### config.mk
export PLATFORM = sky130hd
export DESIGN_NAME = alu_op_pipe
export DESIGN_NICKNAME = d
export VERILOG_FILES = /design/src/rtl/alu_pipe_pkg.sv /design/src/rtl/alu_exec.sv /design/src/rtl/alu_op_pipe.sv
export SDC_FILE = /design/constraint.sdc
export NUM_CORES = 1
export LEC_CHECK = 0
export ABC_AREA = 1
export CORE_UTILIZATION = 45
export DETAILED_ROUTE_END_ITERATION = 12
export PLACE_DENSITY = 0.69
export SLEW_MARGIN = 20
export SYNTH_ARGS = -nofsm -noshare
export SYNTH_HDL_FRONTEND = slang
export SYNTH_SLANG_ARGS = --single-unit
### constraint.sdc
create_clock -name clk -period 1.8 [get_ports clk]
set_input_delay 0.36 -clock clk [delete_from_list [all_inputs] [get_ports clk]]
set_output_delay 0.36 -clock clk [all_outputs]
set_load 0.05 [all_outputs]
### src/rtl/alu_pipe_pkg.sv
// Shared types for the ALU operation pipeline: opcode encoding and the
// tagged result record stored in the result FIFO.
package alu_pipe_pkg;

  localparam int DATA_W = 16;

  typedef enum logic [2:0] {
    OP_ADD  = 3'b000,
    OP_SUB  = 3'b001,
    OP_AND  = 3'b010,
    OP_OR   = 3'b011,
    OP_XOR  = 3'b100,
    OP_NOT  = 3'b101,
    OP_ILL6 = 3'b110,
    OP_ILL7 = 3'b111
  } opcode_t;

  typedef struct packed {
    logic [DATA_W-1:0] result;
    logic              zero;
    logic              carry;
    logic              illegal;
  } alu_res_t;

endpackage

### src/rtl/alu_exec.sv
// Combinational ALU: maps opcode and operands to a result record with
// zero/carry/illegal flags.
module alu_exec
  import alu_pipe_pkg::*;
(
  input  opcode_t           op_i,
  input  logic [DATA_W-1:0] a_i,
  input  logic [DATA_W-1:0] b_i,
  output alu_res_t          res_o
);

  logic [DATA_W:0]   sum;
  logic [DATA_W-1:0] result;
  logic              carry;
  logic              illegal;

  always_comb begin
    sum     = {1'b0, a_i} + {1'b0, b_i};
    result  = '0;
    carry   = 1'b0;
    illegal = 1'b0;
    unique case (op_i)
      OP_ADD: begin
        result = sum[DATA_W-1:0];
        carry  = sum[DATA_W];
      end
      // Carry on SUB reports an unsigned borrow.
      OP_SUB: begin
        result = a_i - b_i;
        carry  = (a_i < b_i);
      end
      OP_AND:  result = a_i & b_i;
      OP_OR:   result = a_i | b_i;
      OP_XOR:  result = a_i ^ b_i;
      OP_NOT:  result = ~a_i;
      default: illegal = 1'b1;
    endcase
    res_o.result  = result;
    res_o.zero    = (result == '0);
    res_o.carry   = carry;
    res_o.illegal = illegal;
  end

endmodule

### src/rtl/alu_op_pipe.sv
// Flow-controlled ALU pipeline: one operand stage feeding the ALU, a small
// circular result FIFO absorbing downstream backpressure, and a retire counter.
module alu_op_pipe #(
  parameter int DATA_W     = alu_pipe_pkg::DATA_W,
  parameter int FIFO_DEPTH = 2
) (
  input  logic              clk,
  input  logic              rst,
  input  logic              in_valid,
  output logic              in_ready,
  input  logic [2:0]        in_opcode,
  input  logic [DATA_W-1:0] in_a,
  input  logic [DATA_W-1:0] in_b,
  output logic              out_valid,
  input  logic              out_ready,
  output logic [DATA_W-1:0] out_result,
  output logic              out_zero,
  output logic              out_carry,
  output logic              out_illegal,
  output logic [15:0]       op_count
);

  import alu_pipe_pkg::*;

  localparam int AW = $clog2(FIFO_DEPTH);
  localparam logic [AW:0]   DEPTH_C = FIFO_DEPTH[AW:0];
  localparam logic [AW-1:0] PTR_ONE = AW'(1);
  localparam logic [AW:0]   CNT_ONE = (AW+1)'(1);

  logic              s1_valid_q, s1_valid_d;
  opcode_t           s1_op_q, s1_op_d;
  logic [DATA_W-1:0] s1_a_q, s1_a_d;
  logic [DATA_W-1:0] s1_b_q, s1_b_d;
  alu_res_t          s1_res;

  alu_res_t          mem_q [FIFO_DEPTH];
  logic [AW-1:0]     wr_ptr_q, wr_ptr_d;
  logic [AW-1:0]     rd_ptr_q, rd_ptr_d;
  logic [AW:0]       count_q, count_d;
  logic [15:0]       op_count_q, op_count_d;

  logic              pop;
  logic              s1_fire;
  logic              accept;
  alu_res_t          head;

  alu_exec u_exec (
    .op_i  (s1_op_q),
    .a_i   (s1_a_q),
    .b_i   (s1_b_q),
    .res_o (s1_res)
  );

  // A pop in the same cycle frees a slot, so S1 may drain into a full FIFO.
  assign pop      = (count_q != '0) && out_ready;
  assign s1_fire  = s1_valid_q && ((count_q < DEPTH_C) || pop);
  assign in_ready = !rst && (!s1_valid_q || s1_fire);
  assign accept   = in_valid && in_ready;

  always_comb begin
    s1_valid_d = s1_valid_q;
    s1_op_d    = s1_op_q;
    s1_a_d     = s1_a_q;
    s1_b_d     = s1_b_q;
    if (accept) begin
      s1_valid_d = 1'b1;
      s1_op_d    = opcode_t'(in_opcode);
      s1_a_d     = in_a;
      s1_b_d     = in_b;
    end else if (s1_fire) begin
      s1_valid_d = 1'b0;
    end

    wr_ptr_d   = s1_fire ? wr_ptr_q + PTR_ONE : wr_ptr_q;
    rd_ptr_d   = pop ? rd_ptr_q + PTR_ONE : rd_ptr_q;
    op_count_d = pop ? op_count_q + 16'd1 : op_count_q;

    count_d = count_q;
    case ({s1_fire, pop})
      2'b10:   count_d = count_q + CNT_ONE;
      2'b01:   count_d = count_q - CNT_ONE;
      default: count_d = count_q;
    endcase
  end

  always_ff @(posedge clk) begin
    if (rst) begin
      s1_valid_q <= 1'b0;
      s1_op_q    <= OP_ADD;
      s1_a_q     <= '0;
      s1_b_q     <= '0;
      wr_ptr_q   <= '0;
      rd_ptr_q   <= '0;
      count_q    <= '0;
      op_count_q <= '0;
    end else begin
      s1_valid_q <= s1_valid_d;
      s1_op_q    <= s1_op_d;
      s1_a_q     <= s1_a_d;
      s1_b_q     <= s1_b_d;
      wr_ptr_q   <= wr_ptr_d;
      rd_ptr_q   <= rd_ptr_d;
      count_q    <= count_d;
      op_count_q <= op_count_d;
    end
  end

  // Storage needs no reset: entries are only visible through count_q.
  always_ff @(posedge clk) begin
    if (s1_fire) begin
      mem_q[wr_ptr_q] <= s1_res;
    end
  end

  assign head        = mem_q[rd_ptr_q];
  assign out_valid   = (count_q != '0);
  assign out_result  = out_valid ? head.result  : '0;
  assign out_zero    = out_valid ? head.zero    : 1'b0;
  assign out_carry   = out_valid ? head.carry   : 1'b0;
  assign out_illegal = out_valid ? head.illegal : 1'b0;
  assign op_count    = op_count_q;

endmodule
Word-level counts from Yosys, hierarchy flattened
Memories as Yosys holds them, arrays and structs flattened. A register that Yosys moved wholly into a read port is not among the register bits.
Index checks and enable logic that the tools add are counted.
{"block": "totals", "n_memories": 1, "output_inout_bits": 37, "ramBits": 38, "input_bits": 39, "regBits": 56}
{"memory": "mem_q", "words": 2, "width": 19, "read_ports": 1, "rd_ports_with_merged_regs": 1, "wr": 1, "line_no": "alu_op_pipe.sv:36", "rtl": "alu_res_t mem_q [FIFO_DEPTH];"}
{"block": "op_classes", "n_bitwise": 4, "n_addsub": 7, "n_lt_le_gt_ge": 2, "n_eq_ne": 7, "mux": 14, "n_reduce_logical": 14}
{"operator": "16-bit one-hot mux with 6 select lines", "n": 1}
{"operator": "16-bit by 16-bit adder with 17-bit output", "n": 1}
{"operator": "16-bit by 1-bit adder with 16-bit output, second input constant", "n": 1}
{"operator": "16-bit AND", "n": 1}
{"operator": "16-bit zero test", "n": 1}
{"operator": "16-bit less-than comparator", "n": 1}
{"operator": "16-bit 2-to-1 mux", "n": 1}
{"operator": "16-bit inverter", "n": 1}
{"operator": "16-bit bitwise OR", "n": 1}
{"operator": "16-bit subtractor", "n": 1}
{"operator": "16-bit XOR", "n": 1}
{"operator": "1-bit 2-to-1 mux", "n": 10}
{"operator": "3-bit by 2-bit equality test with 1-bit output, second input constant", "n": 2}
{"operator": "3-bit equality test, second input constant", "n": 2}
{"operator": "2-bit nonzero test", "n": 3}
{"operator": "6-bit OR reduction", "n": 1}
{"operator": "1-bit logical AND", "n": 4}
{"operator": "2-bit one-hot mux with 2 select lines", "n": 1}
{"operator": "3-bit by 1-bit equality test with 1-bit output, second input constant", "n": 1}
{"operator": "3-bit zero test", "n": 1}
{"operator": "1-bit adder, second input constant", "n": 2}
{"operator": "2-bit by 1-bit adder with 2-bit output, second input constant", "n": 1}
{"operator": "2-bit by 1-bit equality test with 1-bit output, second input constant", "n": 1}
{"operator": "2-bit equality test, second input constant", "n": 1}
{"operator": "other kinds (5)", "n": 7}

Depth between registers and ports, before layout
Gate-level depths: netlist of run 1.
{"block": "logic_depth", "ltp_word": 8, "depth_mapped": 18, "mapped_depth_nobuf": 17}

Cells and area by module
A second synthesis of run 1 with hierarchy kept.
{"block": "hier_totals", "cells_unflattened": 964, "hier_area_um2": 6563.8}
{"module": "alu_op_pipe", "area_per_inst_um2": 3691.0, "seq_area_each_um2": 2282.2, "cells_per_inst": 401, "n_inst": 1}
{"module": "alu_exec", "area_per_inst_um2": 2872.8, "seq_area_each_um2": 0.0, "cells_per_inst": 563, "n_inst": 1}

Worst setup path before layout of run 1
No wires, ideal clock.
{"block": "synth_timing", "path_kind": "reg2out", "start": "reg count_q[0]", "end": "out out_result[10]", "required_ns": 1.440, "setup_slack_ns": -0.381, "t_arrival_ns": 1.821, "stages_incl_launch_ff": 6, "n_path_buf": 1, "cell_sequence": "dfxtp_1 -> inv_2 -> nand2_4 -> clkinv_1 -> buf_1 -> a21oi_1"}
{"block": "synth_between", "elab_chain_cells": 2}
{"item": "start: declaration", "line_no": "alu_op_pipe.sv:39", "rtl": "logic [AW:0] count_q, count_d;"}
{"item": "start signal: assignment", "line_no": "alu_op_pipe.sv:103", "rtl": "count_q <= count_d;"}
{"item": "2-bit nonzero test", "line_no": "alu_op_pipe.sv:116", "rtl": "assign out_valid = (count_q != '0);"}
{"item": "via out_valid", "line_no": "alu_op_pipe.sv:14", "rtl": "output logic out_valid,"}
{"item": "16-bit 2-to-1 mux", "line_no": "alu_op_pipe.sv:117", "rtl": "assign out_result = out_valid ? head.result : '0;"}
{"item": "end: declaration", "line_no": "alu_op_pipe.sv:16", "rtl": "output logic [DATA_W-1:0] out_result,"}
The timed path passes the listed nets, and every way through them passes these cells.

==> flow_summary.yaml, run 1 <==
logic_synthesis:
  synth-seq-cells: 95
  synth_nets: 1017
  yosys_warnings: 0
  synthCells: 924
  synth.avg_cell_area_um2: 7.18
  synthArstFlopShare_pct: 0
  synth_ff_type: "dfxtp_1"
  yosysSeqAreaShare_pct: 34.4
  synth.cell_area_mm2: 0.00664
  ys_types: 42
  synth-edff-count: 38
timing:
  worstMarginPinSlew_ns: 0.567
  fin_setup_tns_ns: -5.79
  final_hold_viol_count: 0
  rsz0062_at_grt: "yes"
  maxSlewViolCount: 0
  maxSlewHeadroom_pct: 62.2
  finalSetupViolations: 41
  fin_hold_ws_ns: 0.462
  period_share_pct: 121
  period_minus_slack_ns: 2.17
  finClkSkew_ns: 0.0146
  setup_slack_ns: -0.369
  maxClockFrequency_mhz: 461
detailed_routing:
  viasPerCell: 5.35
  dr.pass1.iters: 5
  vias: 7515
  drc_errors: 0
  ant_nets: 0
  totalWireLength_um: 24300
  drt-initial-drc-count: 624
  wl_per_cell_um: 17.3
die:
  dieWidth_um: 123
  initial_core_util_pct: 45.8
  io_pins: 76
  die_area_mm2: 0.0152
  rows: 44
  core_area_mm2: 0.0145
  die_h_um: 123
clock_tree:
  cts-buffers-inserted: 9
  cts_buffer_depth: 2
  clk_transition_reported_paths_ns: 0.07
  clock_latency_ns: 0.37
  cts.sinks: 95
  root_buffer: "clkbuf_16"
  htreeDepth: 3
  cts_tree: "done"
  hold_buffers: 0
global_routing:
  grt_pass1_vias: 6564
  grt_pass1_wl_um: 32500
  overflow: 0
  grt_max_degree: 71
  antenna_found_initial: 0
  grt_use_total_pct: 28.3
worst_setup_path:
  arrival_ns: 2.38
  cp-start-kind: "flip-flop"
  required_ns: 2.01
  crit_path_start: "s1_a_q[0]"
  cp-end-kind: "flip-flop"
  crit_type: "flip-flop to flip-flop"
  crit_fanout: 3
  rr_startpoint: "s1_a_q[0]"
power:
  p_per_area_mw_per_mm2: 793
  ir_drop_mv: 0.502
  power_leakage_nw: 5.14
run_status:
  status: "finished with violations"
  violations: "setup timing"
layout:
  fin_area_mm2: 0.0115
  nFillCells: 913
  drive_gt1_share_pct: 53.0
  syn2layout_area_growth_pct: 73.9
  final_nets: 1308
  n_antenna_cell: 0
place:
  routabilityCongestion: 0.926
  port_buffers: 75
  dp_hpwl_um: 15500
  place_area_mm2: 0.00938
worst_hold_path:
  hp-class: "flip-flop to flip-flop"
  hp-start: "rd_ptr_q"
job:
  max_cap_violations: 0
## cells in the mapped netlist, drive strengths merged, types with 14 or more instances
library cell	number	area, um^2
nand2	258	1000
inv	140	528
nor2	87	379
nand3	83	458
dfxtp	57	1140
a21oi	52	268
ha	52	651
edfxtp	38	1140
o31ai	35	263
buf	25	171
o22ai	23	175
o21ai	19	95.1
nand4	14	87.6
## registers in the layout (all words and copies together) (netlist names), named ones only
signal	count
count_q	2
op_count	16
s1_op_q	3
s1_b_q	16
s1_a_q	16
s1_valid_q	1
wr_ptr_q	1
mem_q	38
rd_ptr_q	1
## worst max-delay path: stages (launching register included)
cell     delay, ns
dfxtp_2       0.36
inv_2         0.06
ha_4          0.16
fa_2          0.34
inv_2         0.10
nand2_2       0.08
nand2_4       0.10
nand2_2       0.06
nand3_2       0.08
nand2_2       0.06
a21oi_4       0.18
nand3_2       0.10
nor2_2        0.15
nand2_1       0.08
nor2_2        0.10
## repair_timing
item,in CTS,in global routing
pin swaps,59,59
gates resized for setup,178,145
gates cloned,0,11
endpoints found under the setup margin,53,92
buffers inserted,48,19
## layer usage
metal,part of all wire [%],GRT usage (%),vias up
met5,0,0,-
met4,2.5,9.71,0
met3,5.4,3.23,51
met2,48,45.5,277
met1,44,39.4,3587
li1,-,-,3600
## stage by stage
step	instances	total power, mW	worst slack, ns	util (%)
after floorplan	924	4.59	-0.191	-
after global placement	1320	6.14	-0.443	64.8
after detailed placement	1320	6.17	-0.469	64.8
after CTS	1380	8.66	-0.341	73.4
after global routing	1404	9.54	-0.506	79.7
final	1404	9.15	-0.369	79.7
## layout make-up
type	instances	area, um^2	share of cell area [%]
tap	184	230	1.99
timing repair buffer	314	3100	26.9
clock buffer	11	243	2.10
sequential	95	2330	20.2
inverter	143	572	4.95
multi-input combinational	652	5020	43.5
clock inverter	5	38.8	0.336
## final timing paths
kind	endpoint	slack [ns]	cells past startpoint
max reg2reg	mem_q[0][2]	-0.37	14
min reg2reg	flip-flop	0.46	1
max	mem_q[0][2]	-0.37	14
min	flip-flop	0.46	1
## cell families (layout without fill, tap and decap cells)
logic type,after synthesis,count (layout),share of synthesized area (%)
AOI/OAI and AO/OA,140,140,13.4
adders and majority gates,54,54,10.4
DFF,95,95,34.4
xor gates and xnor gates,5,5,0.660
and+or+nand+nor,453,453,29.9
buffers and inverters,177,473,11.2
## cells in the final DEF (no fill, tap or decap), drive strengths merged, types with 2 or more instances in the layout
cell type      instances
inv                  144
fa                     2
ha                    52
o21bai                 6
o221ai                 2
a21oi                 52
o31ai                 35
xor2                   5
buf                  270
nand2                258
o21ai                 19
a31oi                  2
nand3                 83
clkbuf                16
dfxtp                 57
nand4                 14
nor2                  87
clkdlybuf4s50         37
clkinv                 4
o22ai                 23
nor3                   8
edfxtp                38
## where the power goes
part           internal (mW)  switching, mW  leakage, nW
Clock                  0.986          0.869        0.141
Sequential              2.45         0.0939        0.838
Combinational           2.20           2.55         4.17
Total                   5.64           3.51         5.14
Note: power is estimated with default switching activity, not from simulation.
==> run 2, diff against run 1 <==
Settings changed: CORE_UTILIZATION 45 to 40, CTS_CLUSTER_DIAMETER from default to 40, PLACE_DENSITY 0.69 to 0.65.
==> run 2 against run 1 <==
- the flow still finishes with violations (setup timing)
- non-clock buffer count fell by 7
- final area is 0.84% lower
- cell count up 1.8%
- utilization decreased by 8.4 points
- critical path type unchanged
- critical endpoint unchanged
- largest cell class unchanged
- highest routed layer unchanged
==> flow_summary.yaml, run 2 (synthesized netlist as in run 1, its figures left out) <==
worst_setup_path:
  required_ns: 1.91
  r2r_slack_ns: -0.37
  rr_startpoint: "s1_a_q[0]"
  crit_path_start: "s1_a_q[0]"
  crit_type: "flip-flop to flip-flop"
  cp-start-kind: "flip-flop"
  r2r_cells: 14
  critPathMaxStageDelay_ns: 0.37
  crit_path_top_delay_cell: "dfxtp_2"
  crit_path_cell_trace: "inv_2, ha_4, fa_2, inv_4, nand2_4, buf_4, nand3_1, nand3_1, nand4_1, nor2_1, nand2_1, nor2_1, nand2_1, nor2_2"
  arrival_ns: 2.28
  crit_fanout: 3
  cp-end-kind: "flip-flop"
  r2r_end: "mem_q[0][2]"
die:
  io_pins: 76
  core_area_mm2: 0.0161
  dieWidth_um: 131
  initial_core_util_pct: 41.3
  die_area_mm2: 0.0171
  rows: 46
  die_h_um: 131
place:
  dp_hpwl_um: 15300
  place_area_mm2: 0.00934
  routabilityCongestion: 0.927
  port_buffers: 75
detailed_routing:
  ant_nets: 0
  dr.pass1.iters: 5
  drt-initial-drc-count: 521
  viasPerCell: 5.07
  vias: 7252
  wl_per_cell_um: 16.3
  totalWireLength_um: 23200
  drc_errors: 0
clock_tree:
  cts-buffers-inserted: 9
  hold_buffers: 0
  root_buffer: "clkbuf_16"
  clock_latency_ns: 0.36
  cts_buffer_depth: 2
  cts.sinks: 95
  htreeDepth: 3
  clk_transition_reported_paths_ns: 0.07
  cts_tree: "done"
power:
  power_leakage_nw: 5.06
  ir_drop_mv: 0.515
  fin_total_pwr_mw: 9.25
  p_per_area_mw_per_mm2: 808
timing:
  finClkSkew_ns: 0.0129
  period_minus_slack_ns: 2.17
  maxClockFrequency_mhz: 460
  final_hold_viol_count: 0
  maxSlewViolCount: 0
  setup_slack_ns: -0.372
  fin_hold_ws_ns: 0.461
  period_share_pct: 121
  finalSetupViolations: 49
  rsz0062_at_grt: "yes"
  worstMarginPinSlew_ns: 0.626
  fin_setup_tns_ns: -5.97
  maxSlewHeadroom_pct: 58.3
layout:
  largest_reg_flops: 38
  regMostFlops: "mem_q"
  multi_input_area_mm2: 0.00496
  nFillCells: 1175
  final_nets: 1301
  post-route-util_pct: 71.3
  most-common-layout-cells: "208 x buf_4, 184 x nand2_1, 85 x inv_1, 59 x nand2_2, 48 x nor2_1"
  syn2layout_area_growth_pct: 72.5
  fin_area_mm2: 0.0114
  layout_commonest_cell: "buf_4"
  n_antenna_cell: 0
  ff_latch_area_mm2: 0.00232
  drive_gt1_share_pct: 51.2
worst_hold_path:
  hp-class: "flip-flop to flip-flop"
  hold_depth: 1
  hp-start: "rd_ptr_q"
run_status:
  status: "finished with violations"
  violations: "setup timing"
global_routing:
  overflow: 0
  grt_pass1_wl_um: 31900
  grt_max_degree: 71
  grt_pass1_vias: 6331
  grt_use_total_pct: 24.5
  antenna_found_initial: 0
job:
  max_cap_violations: 0
[run 2: area by class of cell]
type                            instances  area share, %
Clock buffer                           10           2.00
Clock inverter                          6          0.536
Inverter                              143           5.16
Multi-Input combinational cell        652           43.3
Sequential cell                        95           20.3
Tap cell                              216           2.36
Timing Repair Buffer                  307           26.3
[run 2: per-layer routing]
| metal | routed length (um) | global-route usage [%] | vias to the layer above |
|---|---|---|---|
| met5 | 0 | 0 | - |
| met4 | 413 | 7.98 | 0 |
| met3 | 1360 | 3.01 | 28 |
| met2 | 10900 | 37.9 | 230 |
| met1 | 10600 | 35.3 | 3414 |
| li1 | - | - | 3580 |
[run 2: worst max path at each step]
stage	end	slack [ns]
finish	mem_q[0][2]	-0.37
detailed placement	mem_q[1][1]	-0.47
global route	mem_q[1][2]	-0.47
global placement	mem_q[0][1]	-0.46
floorplan	out_carry	-0.19
CTS	mem_q[1][2]	-0.35
[run 2: critical path: cells and delay by family, from the launching register on]
family | cells | cell delay [ns]
fa+ha+maj | 2 | 0.52
buf+inv | 3 | 0.30
flops | 1 | 0.37
simple gates | 9 | 0.73
[run 2: what timing repair did]
| item | in CTS | in global routing |
|---|---|---|
| cloned | 1 | 8 |
| buffers inserted | 30 | 31 |
| pin swaps | 54 | 77 |
| endpoints found under the setup margin | 52 | 65 |
| resized for setup | 132 | 167 |
[run 2: report_power, final]
group / internal [mW] / switching [mW]
clock network: 1.07 / 0.839
logic: 2.25 / 2.55
registers: 2.45 / 0.0897
total: 5.77 / 3.48
[run 2: stage by stage]
| stage | worst slack [ns] | cells |
|---|---|---|
| after floorplan | -0.191 | 924 |
| after global placement | -0.455 | 1345 |
| after detailed placement | -0.474 | 1345 |
| after CTS | -0.351 | 1392 |
| after global routing | -0.465 | 1429 |
| final | -0.372 | 1429 |
==> run 3, diff against run 2 <==
Settings changed: SLEW_MARGIN 20 to 15.
==> results of run 3 <==
The final DEF is identical to that of run 2; final timing and power are the same.
